--- config.mk ---
export PLATFORM = sky130hd
export DESIGN_NAME = lane_loader
export DESIGN_NICKNAME = d
export VERILOG_FILES = /design/src/rtl/lane_loader.sv
export SDC_FILE = /design/constraint.sdc
export NUM_CORES = 1
export LEC_CHECK = 0
export CORE_ASPECT_RATIO = 2
export CORE_MARGIN = 2
export CORE_UTILIZATION = 50
export CTS_CLUSTER_SIZE = 12
export DETAILED_ROUTE_END_ITERATION = 7
export PLACE_DENSITY_LB_ADDON = 0.05
export RECOVER_POWER = 25
export SLEW_MARGIN = 10
export SYNTH_ARGS = -nofsm -noshare
export SYNTH_HDL_FRONTEND = slang
export SYNTH_SLANG_ARGS = --single-unit
export TNS_END_PERCENT = 5
--- constraint.sdc ---
create_clock -name clk -period 3.8 [get_ports clk]
set_input_delay 0.57 -clock clk [delete_from_list [all_inputs] [get_ports clk]]
set_output_delay 0.57 -clock clk [all_outputs]
set_load 0.01 [all_outputs]
--- src/rtl/lane_loader.sv ---
// Round-robin tile loader: spreads upstream words across LANES downstream buffers,
// tracking free space per lane with credits and zero-padding short tiles.
//   state | meaning
//   IDLE  | waiting for the first word of a tile, lane 0 selected
//   LOAD  | mid-tile, accepting words round-robin
//   PAD   | s_last seen early, writing zeros to the remaining lanes
//   DONE  | final write on lane_wr, tile_done pulses, lane index rewinds
module lane_loader #(
    parameter int WORDLEN = 8,
    parameter int LANES   = 4,
    parameter int BUFSIZE = 10,
    parameter int PADDING = 0
) (
    input  logic               clk,
    input  logic               rstn,
    input  logic               s_valid,
    output logic               s_ready,
    input  logic [WORDLEN-1:0] s_data,
    input  logic               s_last,
    output logic [LANES-1:0]   lane_wr,
    output logic [WORDLEN-1:0] lane_din,
    input  logic [LANES-1:0]   lane_pop,
    output logic               busy,
    output logic               tile_done
);

    localparam int LW = (LANES > 1) ? $clog2(LANES) : 1;
    localparam int CW = $clog2(BUFSIZE) + 1;
    localparam logic [CW-1:0] CRED_INIT = CW'(BUFSIZE - 1 - PADDING);
    localparam logic [CW-1:0] CRED_MAX  = CW'(BUFSIZE - 1);
    localparam logic [LW-1:0] LAST_LANE = LW'(LANES - 1);

    localparam logic [1:0] IDLE = 2'd0;
    localparam logic [1:0] LOAD = 2'd1;
    localparam logic [1:0] PAD  = 2'd2;
    localparam logic [1:0] DONE = 2'd3;

    logic [1:0]         r_state;
    logic [1:0]         w_state_nxt;
    logic [LW-1:0]      r_cur_lane;
    logic [LW-1:0]      w_lane_nxt;
    logic [LW-1:0]      w_lane_inc;
    logic [CW-1:0]      r_credit [LANES];
    logic               r_live;
    logic [LANES-1:0]   r_lane_wr;
    logic [WORDLEN-1:0] r_lane_din;
    logic [CW-1:0]      w_cur_credit;
    logic [LANES-1:0]   w_lane_sel;
    logic               w_has_credit;
    logic               w_accept;
    logic               w_pad_wr;
    logic               w_wr;
    logic               w_at_last;

    // Lane select by compare rather than array index keeps LANES=1 legal.
    always_comb begin
        w_cur_credit = '0;
        w_lane_sel   = '0;
        for (int j = 0; j < LANES; j++) begin
            if (r_cur_lane == LW'(j)) begin
                w_lane_sel[j] = 1'b1;
                w_cur_credit  = r_credit[j];
            end
        end
    end

    assign w_has_credit = (w_cur_credit != '0);
    // r_live holds s_ready low until the first clock edge after reset release.
    assign s_ready      = r_live && ((r_state == IDLE) || (r_state == LOAD)) && w_has_credit;
    assign w_accept     = s_valid && s_ready;
    assign w_pad_wr     = (r_state == PAD) && w_has_credit;
    assign w_wr         = w_accept || w_pad_wr;
    assign w_at_last    = (r_cur_lane == LAST_LANE);
    assign w_lane_inc   = w_at_last ? '0 : r_cur_lane + LW'(1);

    always_comb begin
        w_state_nxt = r_state;
        w_lane_nxt  = r_cur_lane;
        case (r_state)
            IDLE, LOAD: begin
                if (w_accept) begin
                    w_lane_nxt = w_lane_inc;
                    if (s_last) begin
                        w_state_nxt = w_at_last ? DONE : PAD;
                    end else begin
                        w_state_nxt = LOAD;
                    end
                end
            end
            PAD: begin
                if (w_pad_wr) begin
                    w_lane_nxt  = w_lane_inc;
                    w_state_nxt = w_at_last ? DONE : PAD;
                end
            end
            DONE: begin
                w_lane_nxt  = '0;
                w_state_nxt = IDLE;
            end
            default: begin
                w_lane_nxt  = '0;
                w_state_nxt = IDLE;
            end
        endcase
    end

    always_ff @(posedge clk or negedge rstn) begin
        if (!rstn) begin
            r_state    <= IDLE;
            r_cur_lane <= '0;
            r_live     <= 1'b0;
            r_lane_wr  <= '0;
            r_lane_din <= '0;
        end else begin
            r_state    <= w_state_nxt;
            r_cur_lane <= w_lane_nxt;
            r_live     <= 1'b1;
            r_lane_wr  <= w_wr ? w_lane_sel : '0;
            if (w_accept) begin
                r_lane_din <= s_data;
            end else if (w_pad_wr) begin
                r_lane_din <= '0;
            end
        end
    end

    // A write and a pop on the same lane cancel; pops beyond full are dropped.
    always_ff @(posedge clk or negedge rstn) begin
        if (!rstn) begin
            for (int j = 0; j < LANES; j++) begin
                r_credit[j] <= CRED_INIT;
            end
        end else begin
            for (int j = 0; j < LANES; j++) begin
                if (w_wr && w_lane_sel[j] && !lane_pop[j]) begin
                    r_credit[j] <= r_credit[j] - CW'(1);
                end else if (!(w_wr && w_lane_sel[j]) && lane_pop[j] && (r_credit[j] != CRED_MAX)) begin
                    r_credit[j] <= r_credit[j] + CW'(1);
                end
            end
        end
    end

    assign lane_wr   = r_lane_wr;
    assign lane_din  = r_lane_din;
    assign busy      = (r_state == LOAD) || (r_state == PAD);
    assign tile_done = (r_state == DONE);

endmodule

==> impl_metrics.csv <==
group,metric,value,unit
synthesis,synthCells,200,
global_routing,grt_max_degree,38,
timing,rsz0062_at_grt,"false",
critical_path,worstPathCellList,"inv_1, ha_1, nor2_1, a41oi_1, a31oi_4, nor3_2, inv_1, fa_1, inv_1, a21o_1, a21oi_1, a311oi_1, a21oi_1, xnor2_1",
power,ir_worst_vdd,0.000579,V
clock_network,cts-root-buf,"clkbuf_8",
layout,final_cell_mix,"clkdlybuf4s50_1, dfrtp_1, ha_1",
floorplan,die_x,51.6,um
power,pwr-share-seq,31.2,%
synthesis,avgSynthCellArea,11.3,um^2
timing,slew_headroom,-28.2,%
global_routing,grt_pass1_vias,1765,
global_routing,antenna_found_initial,0,
layout,instances_no_fill,290,
run_status,status,"finished with violations",
layout,final_layout_size_suffix_gt1_share,18.2,%
drt,drt_pass1_iterations,4,
drt,viasPerCell,5.61,
drt,ant_nets,0,
timing,maxSlewViolCount,38,
timing,fin_crit_sh,84.6,%
timing,setup_viol,0,
clock_network,cts_hold_buf,0,
critical_path,cp_top_family,"compound AO/OA/AOI/OAI gates",
timing,worst_slack,0.584,ns
drt,avgRoutedWirePerCell,16.5,um
layout,area_growth,20.1,%
synthesis,yosys.area.top_type,"dfrtp_1",
placed_design,place_ws,0.282,ns
global_routing,grtUsageTotal,21.8,%
critical_path,critPathLaunchType,"flip-flop",
clock_network,cts_max_path_buffers,2,
power,p_comb_share,58.4,%
power,internal_power,1520,uW
layout,nets,275,
drt,drt_iter0_markers,27,
floorplan,die_h,99.1,um
critical_path,cp_data_arrival_time,3.40,ns
synthesis,async_reset_ff_share,100,%
synthesis,yosys_warnings,0,
synthesis,synth_top_area_share,32.1,%
critical_path,crit_top_cell,"inv_1",
synthesis,yosysUniqueCellTypes,43,
drt,drc,0,
critical_path,cp.buffers_inverters,3,
synthesis,ys_ff_latch,37,
placed_design,gp_congestion,0.869,
critical_path,end_kind,"flip-flop",
synthesis,netlist_area,2260,um^2
timing,finalCriticalPeriod,3.22,ns
critical_path,required,3.98,ns
placed_design,portBuffers,30,
clock_network,clkSinkCount,37,
worst_hold_path,hold_class,"reg2reg",
synthesis,ys_seq_area_share,41.4,%
clock_network,cts_tree,"built",
run_status,failed_checks,"capacitance limit, slew limit",
power,power_density,947,nW/um^2
synthesis,synth_edf_count,0,
global_routing,grt_pass1_wl,8300,um
synthesis,syn_nets,240,
synthesis,synth_area_leaders,"dfrtp_1, ha_1, dfstp_2, xnor2_1, mux2_4",
critical_path,path_class,"reg2reg",
clock_network,cts.clk_slew.worst_paths,0.07,ns
timing,hold_viol,0,
timing,tns,0,ns
synthesis,ys.flop_type,"dfrtp_1",
run,maxCapViolCount,1,
timing,worstMarginPinSlew,1.92,ns
power,switching_share,40.8,%
power,leakage,0.00129,uW
placed_design,placedCellCount,282,
placed_design,dp_hpwl,3820,um
drt,wl,4770,um
timing,skew,0.00483,ns
power,clock_power_share,10.4,%
floorplan,start_util,52.1,%
power,power.switching,1050,uW
timing,max_freq,311,MHz
critical_path,critPathMaxStageDelay,0.42,ns
critical_path,crit_path_max_fanout,7,
clock_network,h-tree-depth,2,
layout,diodes,0,
critical_path,slowest_stage,"fa_1",
floorplan,core,4340,um^2
floorplan,io_pins,31,
clock_network,clk_latency,0.29,ns
floorplan,rows,34,
drt,num_vias,1626,
global_routing,grt_overflow,0,
floorplan,dieArea,5110,um^2
clock_network,numCtsBuffers,5,
layout,n_fill_cell,384,
[Yosys cell counts, types with 3 or more instances]
library cell  count
nor3_1            7
a21oi_1          14
o21ai_0           3
xnor2_1          14
ha_1             20
mux2_4            6
nor2_1            6
inv_1            18
mux2i_1           5
dfrtp_1          29
fa_1              4
nand2_1          11
a21o_1            8
mux2_2            3
dfstp_2           8
clkbuf_1          3
a22o_1            8
[flip-flops by register name, summed over array words and instances (netlist names)]
signal / count
lane_din: 8
lane_wr: 4
r_credit: 20
r_cur_lane: 2
r_live: 1
r_state: 2
[power groups by stage]
stage	sequential, uW	combinational (uW)	clock [uW]
floorplan	784	1080	0
global placement	798	1420	0
detailed placement	805	1510	0
CTS	801	1520	279
global route	828	1670	297
finish	802	1500	267
[metrics by stage]
stage / area [um^2] / utilization [%] / hold slack, ns / power, uW
2_1_floorplan: 2260 / - / 0.274 / 1870
3_3_place_gp: 2620 / 60.4 / 0.460 / 2210
3_5_place_dp: 2620 / 60.4 / 0.462 / 2320
4_1_cts: 2710 / 62.4 / 0.391 / 2600
5_1_grt: 2720 / 62.6 / 0.497 / 2790
6_report: 2720 / 62.6 / 0.475 / 2570
[repair_timing]
| item | CTS | global route |
|---|---|---|
| gates resized for setup | 0 | 2 |
| endpoints found under the setup margin | 0 | 2 |
| buffers inserted | 0 | 0 |
[layout make-up]
type / count / area [um^2] / share of cell area (%)
well taps: 54 / 67.6 / 2.49
clock buffers: 5 / 68.8 / 2.53
inverters: 18 / 67.6 / 2.49
repair buffers: 31 / 302 / 11.1
clock inverters: 3 / 17.5 / 0.645
flip-flops and latches: 37 / 936 / 34.5
multi-input cells: 142 / 1260 / 46.3
[layer usage]
metal	part of all wire [%]	wire (um)	global-route usage, %
met2	58	2780	40.2
met4	3.2	151	9.72
met1	35	1650	22.7
met5	0	0	0
met3	3.9	186	4.50
[path summary, 6_finish.rpt]
kind                                     from           end  slack, ns  depth (start not counted)
worst max-delay path            r_cur_lane[0]  r_credit[14]       0.58                         14
worst min-delay path              r_credit[9]   r_credit[9]       0.47                          1
worst max register to register  r_cur_lane[0]  r_credit[14]       0.58                         14
worst min register to register    r_credit[9]   r_credit[9]       0.47                          1
max in group asynchronous                rstn   r_credit[6]       1.89                          1
min in group asynchronous                rstn  r_credit[17]       0.81                          1
[logic make-up after synthesis]
logic type	Yosys count	share of synthesized area, %
muxes	14	7.69
xor gates and xnor gates	16	6.20
AOI/OAI and AO/OA	48	17.1
buffers and inverters	21	3.49
adders and majority gates	24	14.6
DFF	37	41.4
other	1	0.166
and+or+nand+nor	39	9.35
Power figures use the tool's default switching activity.
